## src/rtl/multicycle_alu.sv

```systemverilog
// multicycle_alu: single-cycle ALU ops plus iterative unsigned shift-add MUL and restoring DIV.
// Define MULTICYCLE_ALU_DIV_EN to build the divider; without it opcode 1011 acts as undefined.
module multicycle_alu #(
  parameter int WIDTH   = 8,
  parameter int SHAMT_W = 4
) (
  input  logic               clk,
  input  logic               reset,
  input  logic               start,
  input  logic [WIDTH-1:0]   operand1,
  input  logic [WIDTH-1:0]   operand2,
  input  logic [3:0]         alu_control,
  input  logic [SHAMT_W-1:0] shamt,
  output logic               busy,
  output logic               done,
  output logic [WIDTH-1:0]   result,
  output logic [WIDTH-1:0]   result_hi,
  output logic               zero,
  output logic               div_by_zero,
  output logic [1:0]         dbg_state
);

  // Handshake: start is sampled only while busy=0 (IDLE); done is a one-cycle
  // pulse and result/result_hi/zero/div_by_zero hold until the next done.

  localparam logic [3:0] OP_ADD = 4'b0010;
  localparam logic [3:0] OP_SUB = 4'b0110;
  localparam logic [3:0] OP_AND = 4'b0000;
  localparam logic [3:0] OP_OR  = 4'b0001;
  localparam logic [3:0] OP_XOR = 4'b1001;
  localparam logic [3:0] OP_NOR = 4'b1010;
  localparam logic [3:0] OP_SLT = 4'b0111;
  localparam logic [3:0] OP_MUL = 4'b1000;
  localparam logic [3:0] OP_SLL = 4'b1100;
  localparam logic [3:0] OP_SRL = 4'b0011;
  localparam logic [3:0] OP_SRA = 4'b1101;
`ifdef MULTICYCLE_ALU_DIV_EN
  localparam logic [3:0] OP_DIV = 4'b1011;
`endif

  localparam int CNT_W = (WIDTH > 1) ? $clog2(WIDTH) : 1;

  typedef enum logic [1:0] {
    S_IDLE = 2'd0,
    S_MUL  = 2'd1,
    S_DIV  = 2'd2,
    S_FIN  = 2'd3
  } state_t;

  state_t               state_q, state_d;
  logic [CNT_W-1:0]     cnt_q, cnt_d;
  logic [2*WIDTH-1:0]   prod_q, prod_d;
  logic [WIDTH-1:0]     mcand_q, mcand_d;
  logic                 done_q, done_d;
  logic [WIDTH-1:0]     result_q, result_d;
  logic [WIDTH-1:0]     result_hi_q, result_hi_d;
  logic                 zero_q, zero_d;
  logic                 dbz_q, dbz_d;

  logic [WIDTH-1:0]     sc_result;
  logic                 shamt_big;
  logic                 last_step;
  logic [WIDTH:0]       mul_sum;
  logic [2*WIDTH-1:0]   mul_next;

  assign shamt_big = (32'(shamt) >= 32'(WIDTH));
  assign last_step = (cnt_q == CNT_W'(WIDTH - 1));

  always_comb begin
    sc_result = '0;
    case (alu_control)
      OP_ADD:  sc_result = operand1 + operand2;
      OP_SUB:  sc_result = operand1 - operand2;
      OP_AND:  sc_result = operand1 & operand2;
      OP_OR:   sc_result = operand1 | operand2;
      OP_XOR:  sc_result = operand1 ^ operand2;
      OP_NOR:  sc_result = ~(operand1 | operand2);
      OP_SLT:  sc_result = {{(WIDTH-1){1'b0}}, (operand1 < operand2)};
      OP_SLL:  sc_result = shamt_big ? '0 : (operand1 << shamt);
      OP_SRL:  sc_result = shamt_big ? '0 : (operand1 >> shamt);
      OP_SRA:  sc_result = shamt_big ? {WIDTH{operand1[WIDTH-1]}}
                                     : WIDTH'($signed(operand1) >>> shamt);
      default: sc_result = '0;
    endcase
  end

  // prod_q holds {partial_hi, remaining multiplier bits}; one multiplier bit retires per step.
  always_comb begin
    mul_sum  = {1'b0, prod_q[2*WIDTH-1:WIDTH]} + (prod_q[0] ? {1'b0, mcand_q} : '0);
    mul_next = {mul_sum, prod_q[WIDTH-1:1]};
  end

`ifdef MULTICYCLE_ALU_DIV_EN
  // Divide reuses prod_q as {remainder, dividend/quotient} and mcand_q as the divisor.
  logic [WIDTH:0]     div_shift;
  logic [WIDTH:0]     div_diff;
  logic               div_ge;
  logic [WIDTH-1:0]   rem_next;
  logic [WIDTH-1:0]   quot_next;

  always_comb begin
    div_shift = {prod_q[2*WIDTH-1:WIDTH], prod_q[WIDTH-1]};
    div_diff  = div_shift - {1'b0, mcand_q};
    div_ge    = (div_shift >= {1'b0, mcand_q});
    rem_next  = div_ge ? div_diff[WIDTH-1:0] : div_shift[WIDTH-1:0];
    quot_next = {prod_q[WIDTH-2:0], div_ge};
  end
`endif

  always_comb begin
    state_d     = state_q;
    cnt_d       = cnt_q;
    prod_d      = prod_q;
    mcand_d     = mcand_q;
    done_d      = 1'b0;
    result_d    = result_q;
    result_hi_d = result_hi_q;
    dbz_d       = dbz_q;
    zero_d      = zero_q;
    case (state_q)
      S_IDLE: begin
        if (start) begin
          cnt_d = '0;
          case (alu_control)
            OP_MUL: begin
              state_d = S_MUL;
              mcand_d = operand1;
              prod_d  = {{WIDTH{1'b0}}, operand2};
            end
`ifdef MULTICYCLE_ALU_DIV_EN
            OP_DIV: begin
              if (operand2 == '0) begin
                state_d     = S_FIN;
                done_d      = 1'b1;
                result_d    = '1;
                result_hi_d = operand1;
                dbz_d       = 1'b1;
              end else begin
                state_d = S_DIV;
                mcand_d = operand2;
                prod_d  = {{WIDTH{1'b0}}, operand1};
              end
            end
`endif
            default: begin
              state_d     = S_FIN;
              done_d      = 1'b1;
              result_d    = sc_result;
              result_hi_d = '0;
              dbz_d       = 1'b0;
            end
          endcase
        end
      end
      S_MUL: begin
        prod_d = mul_next;
        cnt_d  = cnt_q + 1'b1;
        if (last_step) begin
          state_d     = S_FIN;
          done_d      = 1'b1;
          result_d    = mul_next[WIDTH-1:0];
          result_hi_d = mul_next[2*WIDTH-1:WIDTH];
          dbz_d       = 1'b0;
        end
      end
`ifdef MULTICYCLE_ALU_DIV_EN
      S_DIV: begin
        prod_d = {rem_next, quot_next};
        cnt_d  = cnt_q + 1'b1;
        if (last_step) begin
          state_d     = S_FIN;
          done_d      = 1'b1;
          result_d    = quot_next;
          result_hi_d = rem_next;
          dbz_d       = 1'b0;
        end
      end
`endif
      S_FIN:   state_d = S_IDLE;
      default: state_d = S_IDLE;
    endcase
    if (done_d) zero_d = (result_d == '0);
  end

  always_ff @(posedge clk) begin
    if (reset) begin
      state_q     <= S_IDLE;
      cnt_q       <= '0;
      prod_q      <= '0;
      mcand_q     <= '0;
      done_q      <= 1'b0;
      result_q    <= '0;
      result_hi_q <= '0;
      zero_q      <= 1'b1;
      dbz_q       <= 1'b0;
    end else begin
      state_q     <= state_d;
      cnt_q       <= cnt_d;
      prod_q      <= prod_d;
      mcand_q     <= mcand_d;
      done_q      <= done_d;
      result_q    <= result_d;
      result_hi_q <= result_hi_d;
      zero_q      <= zero_d;
      dbz_q       <= dbz_d;
    end
  end

  assign busy        = (state_q != S_IDLE);
  assign done        = done_q;
  assign result      = result_q;
  assign result_hi   = result_hi_q;
  assign zero        = zero_q;
  assign div_by_zero = dbz_q;
  assign dbg_state   = state_q;

endmodule
```

## config.mk

```make
export PLATFORM = sky130hd
export DESIGN_NAME = multicycle_alu
export DESIGN_NICKNAME = d
export VERILOG_FILES = /design/src/rtl/multicycle_alu.sv
export SDC_FILE = /design/constraint.sdc
export NUM_CORES = 1
export LEC_CHECK = 0
export CORE_MARGIN = 5
export CORE_UTILIZATION = 50
export CTS_CLUSTER_SIZE = 10
export DETAILED_ROUTE_END_ITERATION = 6
export PLACE_DENSITY = 0.75
export SLEW_MARGIN = 10
export SYNTH_ARGS = -nofsm -noshare
export SYNTH_HDL_FRONTEND = slang
export SYNTH_SLANG_ARGS = --single-unit
```

## constraint.sdc

```tcl
create_clock -name clk -period 3.3 [get_ports clk]
set_input_delay 0.33 -clock clk [delete_from_list [all_inputs] [get_ports clk]]
set_output_delay 0.33 -clock clk [all_outputs]
set_load 0.02 [all_outputs]
```

# Word-level counts from Yosys, hierarchy flattened
# Cells that the tools add are included.
[word_totals]
inputBits = 27
register_bits = 48
elab_cells = 78
out_inout_bits = 22
[op_classes]
eq_ne = 16
magnitude_cmp = 2
n_reduce_logical = 10
n_shift = 3
bitwise_logic = 4
n_addsub = 4
n_mux = 30
[op_table]
columns = ["op", "n"]
rows = [
  ["$mux 8", 10],
  ["$pmux 8 s10", 1],
  ["$mux 16", 2],
  ["$pmux 16 s2", 1],
  ["$pmux 8 s2", 2],
  ["$eq 4x4->1 const B", 5],
  ["$add 8x8->9", 1],
  ["$add 8x8->8", 1],
  ["$and 8x8->8", 1],
  ["$eq 4x2->1 const B", 2],
  ["$eq 4x3->1 const B", 2],
  ["$logic_not 8->1", 1],
  ["$lt 8x8->1", 1],
  ["$not 8->8", 1],
  ["$or 8x8->8", 1],
  ["$shl 8x4->8", 1],
  ["$shr 8x4->8", 1],
  ["$sshr 8x4->8", 1],
  ["$sub 8x8->8", 1],
  ["$xor 8x8->8", 1],
  ["$mux 1", 6],
  ["$mux 2", 3],
  ["$ne 2x2->1 const B", 3],
  ["$pmux 3 s2", 1],
  ["15 further kinds", 19],
]

# Logic depth before layout (Yosys ltp)
# Gate-level depths: netlist (run 1).
[logic_depth]
word_depth = 7
depth_mapped = 12
ltp_nobuf = 12

# Least setup slack after synthesis (run 1)
# Ideal clock, no wire load.
[synth_path]
kind = "input -> register"
start = "input operand1[7]"
end = "register zero_q (netlist: zero)"
arrival_time_ns = 2.554
setup_ns = 0.087
path_slack_ns = 0.659
n_path_buf = 1
stages = 10
required_time_ns = 3.213
path_cell_list = "buf_2 -> inv_1 -> ha_1 -> or4_1 -> o21ai_0 -> a2111oi_0 -> or3_1 -> a222oi_1 -> nand3_1 -> o31ai_1"
[synth_via]
elab_chain_cells = 7
elab_cells_between_ends = 18
classes_between = "add/sub (2); order compare (1); shift (3); mux (7); bitwise (4); reduce/logical (1)"
[synth_rtl]
columns = ["item", "line", "source"]
rows = [
  ["start: declaration", "10", "input logic [WIDTH-1:0] operand1,"],
  ["parallel branches: the longest is 2 deep, another holds $sub 8x8->8", "--", ""],
  ["$pmux 8 s10 (*)", "71", "case (alu_control)"],
  ["$mux 8 (*)", "124", "case (alu_control)"],
  ["$mux 8 (*)", "122", "if (start) begin"],
  ["$pmux 8 s2 (*)", "120", "case (state_q)"],
  ["$logic_not 8->1 (*)", "182", "if (done_d) zero_d = (result_d == '0);"],
  ["end signal: assignment", "204", "zero_q <= zero_d;"],
  ["end: declaration", "57", "logic zero_q, zero_d;"],
]
# Mark *: on every way between the ends.
# A chain may end at the register's enable or synchronous reset.

# Worst setup path after layout (run 1)
[layout_path]
start = "input operand1[0]"
end = "register zero_q (netlist: zero)"
# The elaborated chain is that of the path after synthesis.

==> results of run 1 <==
cell usage in the layout, fill, tap and decap left out, types with 4 or more instances in the layout:
master           synthesis  routed
nor3_1                  14      14
a22o_1                  15      15
mux2i_1                 11      11
a22oi_1                 11      11
clkdlybuf4s50_1          0      46
or3_1                    4       4
a21o_1                   4       4
nor2b_1                 12      12
clkbuf_8                 0       5
a311oi_1                 8       8
xnor2_1                  7       7
inv_1                   32      32
nand3_1                 17      17
and2_1                   9       9
o22ai_1                  5       5
buf_4                    2      44
a221o_1                  4       4
xor2_1                   4       4
ha_1                    36      36
nand2b_1                 8       8
or4_1                    5       5
mux2_2                   5       5
o211ai_1                 9       9
dfxtp_1                 47      47
a31o_2                   4       4
o21ai_0                 20      20
nand2_1                 70      70
or2_2                    8       8
a31oi_1                  8       8
and3_1                   5       5
nor2_1                  64      64
mux4_2                   5       5
a21oi_1                 46      46
critical path, delay by kind of cell:
kind | cells | cell delay, ns
and+or+nand+nor | 3 | 0.36
buffers and inverters | 3 | 0.64
AOI/OAI and AO/OA | 5 | 1.38
adders and majority gates | 2 | 0.60
final timing paths:
path	startpoint	to	slack, ns	cells past startpoint
worst max register to register	cnt_q[0]	zero	0.45	10
worst max-delay path	operand1[0]	zero	0.19	13
worst min register to register	mcand_q[5]	mcand_q[5]	0.46	2
worst min-delay path	mcand_q[5]	mcand_q[5]	0.46	2
layout make-up:
type	count	area [um^2]
clock inverter	2	60.1
timing repair buffer	92	816
sequential	47	941
tap	108	135
clock buffer	6	72.6
fill	805	3360
multi-input combinational	468	3130
inverter	32	120
synthesized netlist by cell type, types with 11 or more instances:
cell type,number
nor2b_1,12
a22oi_1,11
buf_2,13
dfxtp_1,47
a22o_1,15
nor2_1,64
mux2i_1,11
o21ai_0,20
nand2_1,70
nand3_1,17
a21oi_1,46
clkbuf_1,25
nor3_1,14
inv_1,32
ha_1,36
power breakdown:
part | total (uW) | internal [uW] | switching (uW)
Clock | 488 | 303 | 186
Combinational | 510 | 216 | 294
Sequential | 603 | 586 | 17.7
per-stage QoR:
step,total power [uW],worst slack (ns)
after floorplan,917,0.659
after global placement,1110,-0.0159
after detailed placement,1120,-0.0556
after CTS,1600,0.232
after global routing,1680,0.0700
final,1600,0.195
sequential cells by signal, indices dropped and copies added, names as in the netlist:
signal     count
mcand_q        8
prod_q        16
dbg_state      2
result_hi      8
result         8
cnt_q          3
done           1
zero           1
kinds of logic after synthesis:
group	share of synthesized area, %
simple gates	25.4
xor+xnor	2.20
mux	6.38
compound gates	25.9
flops	21.5
buf+inv	6.89
fa+ha+maj	11.7
other cells	0.0857
per-layer routing:
| metal | share of wire, % | vias to the layer above | GRT usage (%) |
|---|---|---|---|
| met2 | 45 | 185 | 41.7 |
| met1 | 45 | 2196 | 38.4 |
| met3 | 7.6 | 20 | 4.17 |
| li1 | - | 2233 | - |
| met4 | 1.8 | 0 | 4.78 |
| met5 | 0 | - | 0 |
==> flow_summary.toml, run 1 <==
[worst_setup_path]
cp_max_fo = 4
arrival_ns = 3.30
cp_cell_sequence = "clkdlybuf4s50_1 > inv_1 > ha_1 > inv_1 > fa_1 > nand2b_1 > o2bb2ai_1 > or4_1 > a21oi_1 > a2111oi_0 > a31o_2 > nand4_1 > o31ai_1"
critical-path-slowest-cell = "a2111oi_0"
required_ns = 3.50
cpPeakStageDelay_ns = 0.57
start_kind = "primary input"
path_common_cell = "inv_1"
endpoint_kind = "flip-flop"
critPathKind = "in -> reg"

[route]
routed_wl_um = 14600
routedWlPerCell_um = 19.3
drt_pass1_iterations = 5
vias_per_cell = 6.14
first_iter_violations = 308
ant_nets = 0
post-route-drc-count = 0
vias = 4634

[clock_tree]
clock_path_buffers = 2
cts_post_setup_buffers_inserted = 0
clock_latency_ns = 0.29
hold_buffers = 0
clk_pin_slew_ns = 0.08
cts_resized = 0
clock-sinks = 47
ctsHtreeMaxLevel = 2
cts_root_buffer = "clkbuf_8"
cts_tree = "yes"
cts_made_buffers = 5

[timing]
clock_skew_ns = 0.00969
fin_crit_ns = 3.11
finalHoldViolations = 0
rsz0062_at_grt = "no"
slew_headroom_pct = 51.5
tightest_slew_ns = 0.728
setup_violations = 0
whs_ns = 0.456
max_freq_mhz = 322
setup_tns_ns = 0
drv_slew = 0
fin_crit_sh_pct = 94.1

[global_routing]
grt_usage_pct = 26.4
globalRoute.totalOverflow = 0
grt_pass1_vias = 4392
grt_max_degree = 33
antenna_found_initial = 0
grt_pass1_wl_um = 23500

[layout]
fin_area_mm2 = 0.00528
finish.utilization_pct = 61.1
nets = 712
final_cells = 755
synthToLayoutAreaGrowth_pct = 20.6
antennaDiodeCount = 0
drive_gt1_share_pct = 11.9

[synth]
synth_top_flop_cell = "dfxtp_1"
synth.area.top_cells = "dfxtp_1 22%, ha_1 10%, nand2_1 6.0%, nor2_1 5.5%, a21oi_1 5.3%"
ys_seq_area_share_pct = 21.5
syn_area_mm2 = 0.00438
async_flop_share_pct = 0
synth_edf_count = 0
synth_cell_types = 62
synth.avg_cell_area_um2 = 7.43
synth-seq-cells = 47
ys_warn_count = 0
yosysTopAreaCellShare_pct = 21.5
yosysTopAreaCell = "dfxtp_1"
syn-num-nets = 655
synthCells = 589

[floorplanning]
die_x_um = 104
io_pins = 49
rows = 34
dieHeight_um = 104
dieArea_mm2 = 0.0107
initial_core_util_pct = 50.7
core-area_mm2 = 0.00864

[placed_design]
gp_congestion = 1.01
io_buffers = 47
dpl.cell_count = 747
dp_hpwl_um = 11600
dpl-instance-area_mm2 = 0.00515

[run_status]
outcome = "finished clean"

[flow_run]
max_cap_viol_count = 0

[power]
leakage_uw = 0.00218
power.density_mw_per_mm2 = 304
peakVddDrop_mv = 0.313

[hold_path]
min_path_type = "reg -> reg"
Power figures use the tool's default switching activity.
==> inputs of run 2 (changes only) <==
--- a/config.mk
+++ b/config.mk
@@ -7,6 +7,7 @@
 export LEC_CHECK = 0
 export CORE_MARGIN = 5
 export CORE_UTILIZATION = 50
+export CTS_CLUSTER_DIAMETER = 80
 export CTS_CLUSTER_SIZE = 10
 export DETAILED_ROUTE_END_ITERATION = 6
 export PLACE_DENSITY = 0.75
==> results of run 2 <==
The final DEF is identical to that of run 1; final timing and power are the same.
